File: src/rtl/lc3_decode_pkg.sv
// Shared types and constants for the LC3 decode stage: opcodes, control-field
// encodings and the Execute control-word layout.
package lc3_decode_pkg;

  localparam int OPCODE_W = 4;
  localparam int E_CTRL_W = 6;
  localparam int W_CTRL_W = 2;
  localparam int M_CTRL_W = 1;

  typedef enum logic [OPCODE_W-1:0] {
    OP_BR   = 4'b0000,
    OP_ADD  = 4'b0001,
    OP_LD   = 4'b0010,
    OP_ST   = 4'b0011,
    OP_JSR  = 4'b0100,
    OP_AND  = 4'b0101,
    OP_LDR  = 4'b0110,
    OP_STR  = 4'b0111,
    OP_RTI  = 4'b1000,
    OP_NOT  = 4'b1001,
    OP_LDI  = 4'b1010,
    OP_STI  = 4'b1011,
    OP_JMP  = 4'b1100,
    OP_RES  = 4'b1101,
    OP_LEA  = 4'b1110,
    OP_TRAP = 4'b1111
  } opcode_t;

  typedef enum logic [1:0] {
    ALU_ADD = 2'b00,
    ALU_AND = 2'b01,
    ALU_NOT = 2'b10
  } alu_ctrl_t;

  typedef enum logic [1:0] {
    PC1_OFF11 = 2'b00,
    PC1_OFF9  = 2'b01,
    PC1_OFF6  = 2'b10,
    PC1_ZERO  = 2'b11
  } pcsel1_t;

  typedef enum logic [W_CTRL_W-1:0] {
    WB_ALU = 2'b00,
    WB_PC  = 2'b01,
    WB_MEM = 2'b10
  } wb_sel_t;

  // Field order matches the e_control port: {alu, pcsel1, pcsel2, op2sel}
  typedef struct packed {
    alu_ctrl_t alu_control;
    pcsel1_t   pcselect1;
    logic      pcselect2;
    logic      op2select;
  } e_control_t;

endpackage

File: src/rtl/decode_ctrl_lut.sv
// Combinational opcode -> Execute/Writeback/Memory control lookup, plus a flag
// for opcodes this pipeline does not implement.
module decode_ctrl_lut
  import lc3_decode_pkg::*;
(
  input  logic [OPCODE_W-1:0] opcode,
  input  logic                ir_bit5,
  output e_control_t          e_control,
  output wb_sel_t             w_control,
  output logic                mem_control,
  output logic                illegal
);

  opcode_t op;
  assign op = opcode_t'(opcode);

  always_comb begin
    e_control   = '{alu_control: ALU_ADD, pcselect1: PC1_OFF11,
                    pcselect2: 1'b0, op2select: 1'b1};
    w_control   = WB_ALU;
    mem_control = 1'b0;
    illegal     = 1'b0;
    case (op)
      // Register-mode ADD/AND (bit 5 clear) select VSR2; immediate selects imm5
      OP_ADD: e_control.op2select = ~ir_bit5;
      OP_AND: begin
        e_control.alu_control = ALU_AND;
        e_control.op2select   = ~ir_bit5;
      end
      OP_NOT: e_control.alu_control = ALU_NOT;
      OP_BR: begin
        e_control.pcselect1 = PC1_OFF9;
        e_control.pcselect2 = 1'b1;
      end
      OP_JMP: e_control.pcselect1 = PC1_ZERO;
      OP_LD: begin
        e_control.pcselect1 = PC1_OFF9;
        e_control.pcselect2 = 1'b1;
        w_control           = WB_MEM;
      end
      OP_LDR: begin
        e_control.pcselect1 = PC1_OFF6;
        w_control           = WB_MEM;
      end
      OP_LDI: begin
        e_control.pcselect1 = PC1_OFF9;
        e_control.pcselect2 = 1'b1;
        w_control           = WB_MEM;
        mem_control         = 1'b1;
      end
      OP_LEA: begin
        e_control.pcselect1 = PC1_OFF9;
        e_control.pcselect2 = 1'b1;
        w_control           = WB_PC;
      end
      OP_ST: begin
        e_control.pcselect1 = PC1_OFF9;
        e_control.pcselect2 = 1'b1;
      end
      OP_STR: e_control.pcselect1 = PC1_OFF6;
      OP_STI: begin
        e_control.pcselect1 = PC1_OFF9;
        e_control.pcselect2 = 1'b1;
        mem_control         = 1'b1;
      end
      default: illegal = 1'b1;
    endcase
  end

endmodule

File: src/rtl/decode_stage.sv
// LC3 Decode stage: registers IR/NPC and the decoded control words on enable.
// Define LC3_DECODE_ILLEGAL_CHECK_EN to register an unsupported-opcode flag.
module decode_stage
  import lc3_decode_pkg::*;
#(
  parameter int                    DATA_WIDTH  = 16,
  parameter logic [DATA_WIDTH-1:0] NPC_RST_VAL = '0
) (
  input  logic                  clock,
  input  logic                  reset,
  input  logic                  enable_decode,
  input  logic [DATA_WIDTH-1:0] instr_dout,
  input  logic [DATA_WIDTH-1:0] npc_in,
  output logic [DATA_WIDTH-1:0] ir,
  output logic [DATA_WIDTH-1:0] npc_out,
  output logic [E_CTRL_W-1:0]   e_control,
  output logic [W_CTRL_W-1:0]   w_control,
  output logic [M_CTRL_W-1:0]   mem_control,
  output logic                  valid_out,
  output logic                  illegal_instr
);

  if (DATA_WIDTH != 16) begin : g_width_check
    $error("decode_stage: DATA_WIDTH must be 16 for the LC3 ISA");
  end

  e_control_t            lut_e;
  wb_sel_t               lut_w;
  logic                  lut_mem;
  logic                  lut_illegal;

  logic [DATA_WIDTH-1:0] ir_reg;
  logic [DATA_WIDTH-1:0] npc_reg;
  logic [E_CTRL_W-1:0]   e_ctrl_reg, e_ctrl_next;
  logic [W_CTRL_W-1:0]   w_ctrl_reg, w_ctrl_next;
  logic [M_CTRL_W-1:0]   mem_ctrl_reg, mem_ctrl_next;
  logic                  valid_reg;

  decode_ctrl_lut u_lut (
    .opcode      (instr_dout[DATA_WIDTH-1 -: OPCODE_W]),
    .ir_bit5     (instr_dout[5]),
    .e_control   (lut_e),
    .w_control   (lut_w),
    .mem_control (lut_mem),
    .illegal     (lut_illegal)
  );

  // Unsupported opcodes still capture IR/NPC but issue no control activity
  always_comb begin
    e_ctrl_next   = lut_e;
    w_ctrl_next   = lut_w;
    mem_ctrl_next = lut_mem;
    if (lut_illegal) begin
      e_ctrl_next   = '0;
      w_ctrl_next   = '0;
      mem_ctrl_next = '0;
    end
  end

  always_ff @(posedge clock) begin
    if (reset) begin
      ir_reg       <= '0;
      npc_reg      <= NPC_RST_VAL;
      e_ctrl_reg   <= '0;
      w_ctrl_reg   <= '0;
      mem_ctrl_reg <= '0;
      valid_reg    <= 1'b0;
    end else begin
      valid_reg <= enable_decode;
      if (enable_decode) begin
        ir_reg       <= instr_dout;
        npc_reg      <= npc_in;
        e_ctrl_reg   <= e_ctrl_next;
        w_ctrl_reg   <= w_ctrl_next;
        mem_ctrl_reg <= mem_ctrl_next;
      end
    end
  end

`ifdef LC3_DECODE_ILLEGAL_CHECK_EN
  logic illegal_reg;

  always_ff @(posedge clock) begin
    if (reset) begin
      illegal_reg <= 1'b0;
    end else if (enable_decode) begin
      illegal_reg <= lut_illegal;
    end
  end

  assign illegal_instr = illegal_reg;
`else
  assign illegal_instr = 1'b0;
`endif

  assign ir          = ir_reg;
  assign npc_out     = npc_reg;
  assign e_control   = e_ctrl_reg;
  assign w_control   = w_ctrl_reg;
  assign mem_control = mem_ctrl_reg;
  assign valid_out   = valid_reg;

endmodule

File: config.mk
export PLATFORM = sky130hd
export DESIGN_NAME = decode_stage
export DESIGN_NICKNAME = d
export VERILOG_FILES = /design/src/rtl/lc3_decode_pkg.sv /design/src/rtl/decode_ctrl_lut.sv /design/src/rtl/decode_stage.sv
export SDC_FILE = /design/constraint.sdc
export NUM_CORES = 1
export LEC_CHECK = 0
export CORE_AREA = 4 4 87 89
export DETAILED_ROUTE_END_ITERATION = 10
export DIE_AREA = 0 0 91 93
export SLEW_MARGIN = 30
export SYNTH_ARGS = -nofsm -noshare
export SYNTH_HDL_FRONTEND = slang
export SYNTH_SLANG_ARGS = --single-unit
File: constraint.sdc
create_clock -name clock -period 2.1 [get_ports clock]
set_clock_uncertainty 0.05 [all_clocks]
set_input_delay 0.21 -clock clock [delete_from_list [all_inputs] [get_ports clock]]
set_output_delay 0.21 -clock clock [all_outputs]
set_load 0.005 [all_outputs]
**Yosys cells after proc, flatten, opt, wreduce, memory -nomap -nowiden**

Cells that the tools add are included.

- Equal/unequal tests: 11
- Mux-type cells: 9
- Bitwise gates (word level): 1
- Reductions and logical operators: 7

Operators with widths:

| operator | number |
|---|---|
| equality test 4 bit (second input constant) | 5 |
| equality test 4 x 3 -> 1 bit (second input constant) | 3 |
| OR reduction 12 bit | 1 |
| equality test 4 x 2 -> 1 bit (second input constant) | 2 |
| case mux 2 bit (2 select lines) | 2 |
| 2-to-1 mux 6 bit | 1 |
| case mux 2 bit (3 select lines) | 1 |
| OR reduction 2 bit | 3 |
| OR reduction 6 bit | 1 |
| equality test 4 x 1 -> 1 bit (second input constant) | 1 |
| zero test 4 bit | 1 |
| 2-to-1 mux 1 bit | 4 |
| OR reduction 3 bit | 1 |
| 2-to-1 mux 2 bit | 1 |
| NOT 1 bit | 1 |

- Register bits after elaboration: 42
- Bits of input ports: 35
- Output and inout port bits: 43
- Word-level logic and storage cells: 34

**Depth between registers and ports, before layout**

- Depth after elaboration: 4
- Depth in mapped cells: 4
- Mapped depth without buffers: 3

**Hierarchy**

From an unflattened synthesis, not the netlist that was laid out.

- Cells, all modules: 171
- Area, all modules: 1725.4 um^2

By module, submodules not included:

| module | times used | cells each | area an instance (um^2) | seq. area each (um^2) |
|---|---|---|---|---|
| decode_stage | 1 | 147 | 1570.3 | 840.8 |
| decode_ctrl_lut | 1 | 24 | 155.1 | 0.0 |

**Least setup slack after synthesis**

Ideal clock, no wire load.

- Path type: input to register
- Start point: input port instr_dout[12]
- End point: register e_ctrl_reg[1] (netlist: e_control[1])
- Library setup time: 0.079 ns
- Arrival: 0.816 ns
- Data required time: 1.971 ns
- Slack: 1.154 ns
- Stages on the path: 4
- Path buffers: 1
- Cell sequence: buf_6 > o21ba_1 > o21a_1 > a211oi_2

- Word-level cells in the longest chain between the ends: 4
- Elaborated cells between the ends (all ways): 16
- Those cells by class: 11 x eq/ne; 2 x mux; 3 x reduce/logical

Ends and longest elaborated chain:

| item | line | text |
|---|---|---|
| start: declaration | decode_stage.sv:12 | `input logic [DATA_WIDTH-1:0] instr_dout,` |
| equality test 4 x 2 -> 1 bit (tied with other cells) | decode_ctrl_lut.sv:23 | `case (op)` |
| OR reduction 6 bit (no line) | - |  |
| 2-to-1 mux 1 bit | decode_ctrl_lut.sv:23 |  |
| 2-to-1 mux 6 bit (*) | decode_stage.sv:53 | `if (lut_illegal) begin` |
| end signal: assignment | decode_stage.sv:73 | `e_ctrl_reg <= e_ctrl_next;` |
| end: declaration | decode_stage.sv:34 | `logic [E_CTRL_W-1:0] e_ctrl_reg, e_ctrl_next;` |

Mark *: on every way between the ends. The rest lies on a longest branch, timed or not.
A chain may end at the register's enable or synchronous reset.

**Final worst setup path**

- Start point: register ir_reg[13] (netlist: ir[13])
- End point: output port ir[13]

RTL lines:

| item | line | text |
|---|---|---|
| start: declaration | decode_stage.sv:32 | `logic [DATA_WIDTH-1:0] ir_reg;` |
| start signal: assignment | decode_stage.sv:71 | `ir_reg <= instr_dout;` |
| end: declaration | decode_stage.sv:14 | `output logic [DATA_WIDTH-1:0] ir,` |

No word-level cell between the ends.

==> results <==
- After filler insertion, the fill cell instance count of the layout stands at 690.
- Measured on the finished design, the core utilization comes to ~37%.
- The average instance in the mapped netlist occupies 10.1 um^2.
- The cell with the largest stage delay on the worst path is clkdlybuf4s50_1.
- The final-report hold violation count is 0.
- The clock drives 42 sinks.
- For this design the top-level I/O count stands at slightly below 80.
- The worst hold slack across all endpoints is roughly 0.26 ns.
- The total negative slack is 0 ns.
- The number of synthesis warnings is 0.
- The maximum single-stage delay on the critical path is around 0.52 ns.
- Of the total power, combinational logic draws about 17%.
- The switching fraction of total power is roughly a quarter.
- The count of nets left with antenna violations once routing finished came out at 0.
- The critical path capture point type is an output pin.
- The synthesized netlist net count is around 200.
- The depth of the CTS H-tree is 2.
- The internal portion of total power is approximately 1.2 mW.
- For this design, the CTS-stage hold fixing added 0 buffers.
- The number of pins with negative max-slew slack in the final report is 0.
- The all-layer global routing usage is around a tenth.
- The number of global-route vias before repair is between 1000 and 1500.
- The number of vias in the routed layout is between 1000 and 1500.
- The post-DP HPWL is 2.86 mm.
- 0 antenna diodes ended up in the layout.
- The synthesized area is roughly 1600 um^2.
- The clock network latency to the later pin of the worst-skew pair is just under 0.3 ns.
- The post-cts resize count is 0.
- The cell class contributing the biggest share of worst-path delay is buffers and inverters.
- The die covers 8460 um^2.
- The register share of total power is a little over half.
- Setup repair after global routing left no endpoint under its margin.
- The signal on the critical path passes through clkdlybuf4s50_1.
- The critical path data required time is 1.84 ns.
- The number of search-and-repair iterations in the first detailed-routing pass is 4.
- The pin count of the biggest net entering global routing is 50.
- The worst hold path belongs to the class in2reg.
- For the worst setup path, the data arrival time is 1.16 ns.
- The final number of setup-violating endpoints is 0.
- The count of buffers added on input and output ports is 76.
- The startpoint type of the worst setup path is a register.
- The analysis attributes to net switching a power of between 0.3 and 0.4 mW.
- The number of rows in the core area is 30.
- Counting along the longest clock path gives a buffer depth of 2.
- The final weighted congestion in routability-driven placement is around 0.67.
- The number of antenna violations at the first check in global routing is 0.
- The detailed-route wire length per cell is roughly 13 um.
- Counting both buffers and inverters, the worst setup path holds a total of 1.
- The flow ran to the end, and the final reports show no timing, DRC or antenna violations.
- In the finished design, the share of the clock period the worst path needs comes to between 60 and 70%.
- In this run the static leakage power is 1.00 nW.
- In this run the power density over the cells is ~650 nW/um^2.
- In this run the worst path has a maximum fanout of 2.
- After detailed routing, the number of remaining DRC violations is 0.
- In the final layout, the share of cells above drive strength 1 is slightly above 5%.
- The share of total power dissipated in the clock network is between 20% and 30%.
- Using the TritonRoute via totals, the vias-per-cell ratio works out to around 4.3.
- The total clock buffers created by CTS is 5.
- The number of nets in the layout is 268.
- The number of instances in the synthesized netlist is ~160.
- For this run the aggregate overflow at the end of global routing stands at 0.
- Once the floorplan was initialized, standard cells occupied between 20% and 30% of the core.
- The cell at the root of the clock tree is clkbuf_8.
- The critical path is of the reg2out type.
- The area added between synthesis and finish is 52.1%.
- TritonCTS built the clock tree.
- The core area is between 6000 and 7000 um^2.
- After synthesis, flip-flops and latches occupy about half of the total area.
- Clock-pin slew was measured on the worst setup and hold paths at approximately 0.08 ns.
- After detailed routing, the total wire length is between 4 and 5 mm.
- Once the clock tree was built, the setup fixing pass inserted 0 buffers.
- The synthesis-stage register bit count is 42.
- The worst supply voltage drop on vdd is around 230 uV.
- After the first detailed-routing iteration, the DRC count stood at 59.
- The die is 93 um tall.
- The netlist uses 27 different library cells.
- The global-route wire length before repair is 6.61 mm.
- The smallest clock period supported by the final layout is computed as about 1.4 ns.
- The tool flagged a number of max-cap violations equal to 0.
- The die span in x is 91 um.
- Static timing analysis puts the maximum clock frequency at 706 MHz.
==> routing by layer <==
layer / vias up / GRT usage, % / wire (um)
li1: 676 / - / -
met1: 615 / 11.3 / 1700
met2: 41 / 15.9 / 1920
met3: 7 / 4.26 / 332
met4: 0 / 4.15 / 57
met5: - / 0 / 0
==> cell usage in the layout, fill, tap and decap left out, types with 3 or more instances in the layout <==
| master | instances |
|---|---|
| mux2i_1 | 32 |
| dfxtp_1 | 42 |
| nand3_1 | 3 |
| nor2b_1 | 3 |
| clkbuf_8 | 5 |
| clkdlybuf4s50_1 | 74 |
| a21oi_1 | 6 |
| nand2b_1 | 6 |
| nand2_1 | 4 |
| nor2_1 | 35 |
==> final cells by class <==
type	instances	area [um^2]	area share, %
flip-flops and latches	42	841	33.6
repair buffers	78	778	31.1
multi-input cells	106	704	28.2
well taps	80	100	4.00
clock buffers	7	76.3	3.05
==> cell families after synthesis <==
kind of cell,count (synthesis),share of synthesized area (%)
buffers and inverters,14,6.01
AND/OR/NAND/NOR,60,17.4
multiplexers,32,19.5
flip-flops,42,51.1
other,1,0.228
AO/OA/AOI/OAI,13,5.78
==> power groups by stage <==
stage | Sequential [mW] | Clock [mW] | Combinational (mW)
after floorplan | 0.884 | 0 | 0.119
after global routing | 0.868 | 0.545 | 0.311
final | 0.862 | 0.484 | 0.283
after CTS | 0.862 | 0.518 | 0.290
after detailed placement | 0.880 | 0 | 0.289
after global placement | 0.880 | 0 | 0.287
==> metrics by stage <==
stage	setup WS, ns	cell area [um^2]	power [mW]	cells
6_report	0.684	2500	1.63	313
5_1_grt	0.604	2500	1.72	313
4_1_cts	0.662	2500	1.67	313
3_5_place_dp	0.499	2420	1.17	306
3_3_place_gp	0.552	2420	1.17	306
2_1_floorplan	1.15	1640	1.00	162
==> worst paths after layout <==
path,slack (ns),from,cells past startpoint,to
min,0.26,reset,2,npc_out[2]$_SDFFE_PP0P_
min reg2reg,0.42,w_control[0]$_SDFFE_PP0P_,2,w_control[0]$_SDFFE_PP0P_
max,0.68,ir[13]$_SDFFE_PP0P_,1,ir[13]
max reg2reg,1.29,e_control[0]$_SDFFE_PP0P_,2,e_control[0]$_SDFFE_PP0P_
==> cell usage after synthesis (all sizes together) <==
cell	number	area, um^2
dfxtp	42	841
nor3b	3	27.5
nand4	1	6.26
nand4b	1	8.76
o21ai	1	5.00
a21oi	6	30.0
mux2i	32	320
nand3	3	15.0
nand2	4	15.0
clkbuf	3	11.3
and2b	1	7.51
a211oi	2	25.0
o211ai	1	7.51
nor2	35	131
conb	1	3.75
buf	11	87.6
nor3	1	5.00
nand2b	6	37.5
o21a	1	7.51
nor2b	3	18.8
or2	1	6.26
o21ba	1	10.0
a41o	1	10.0
and2	1	6.26
Power figures use the tool's default switching activity.
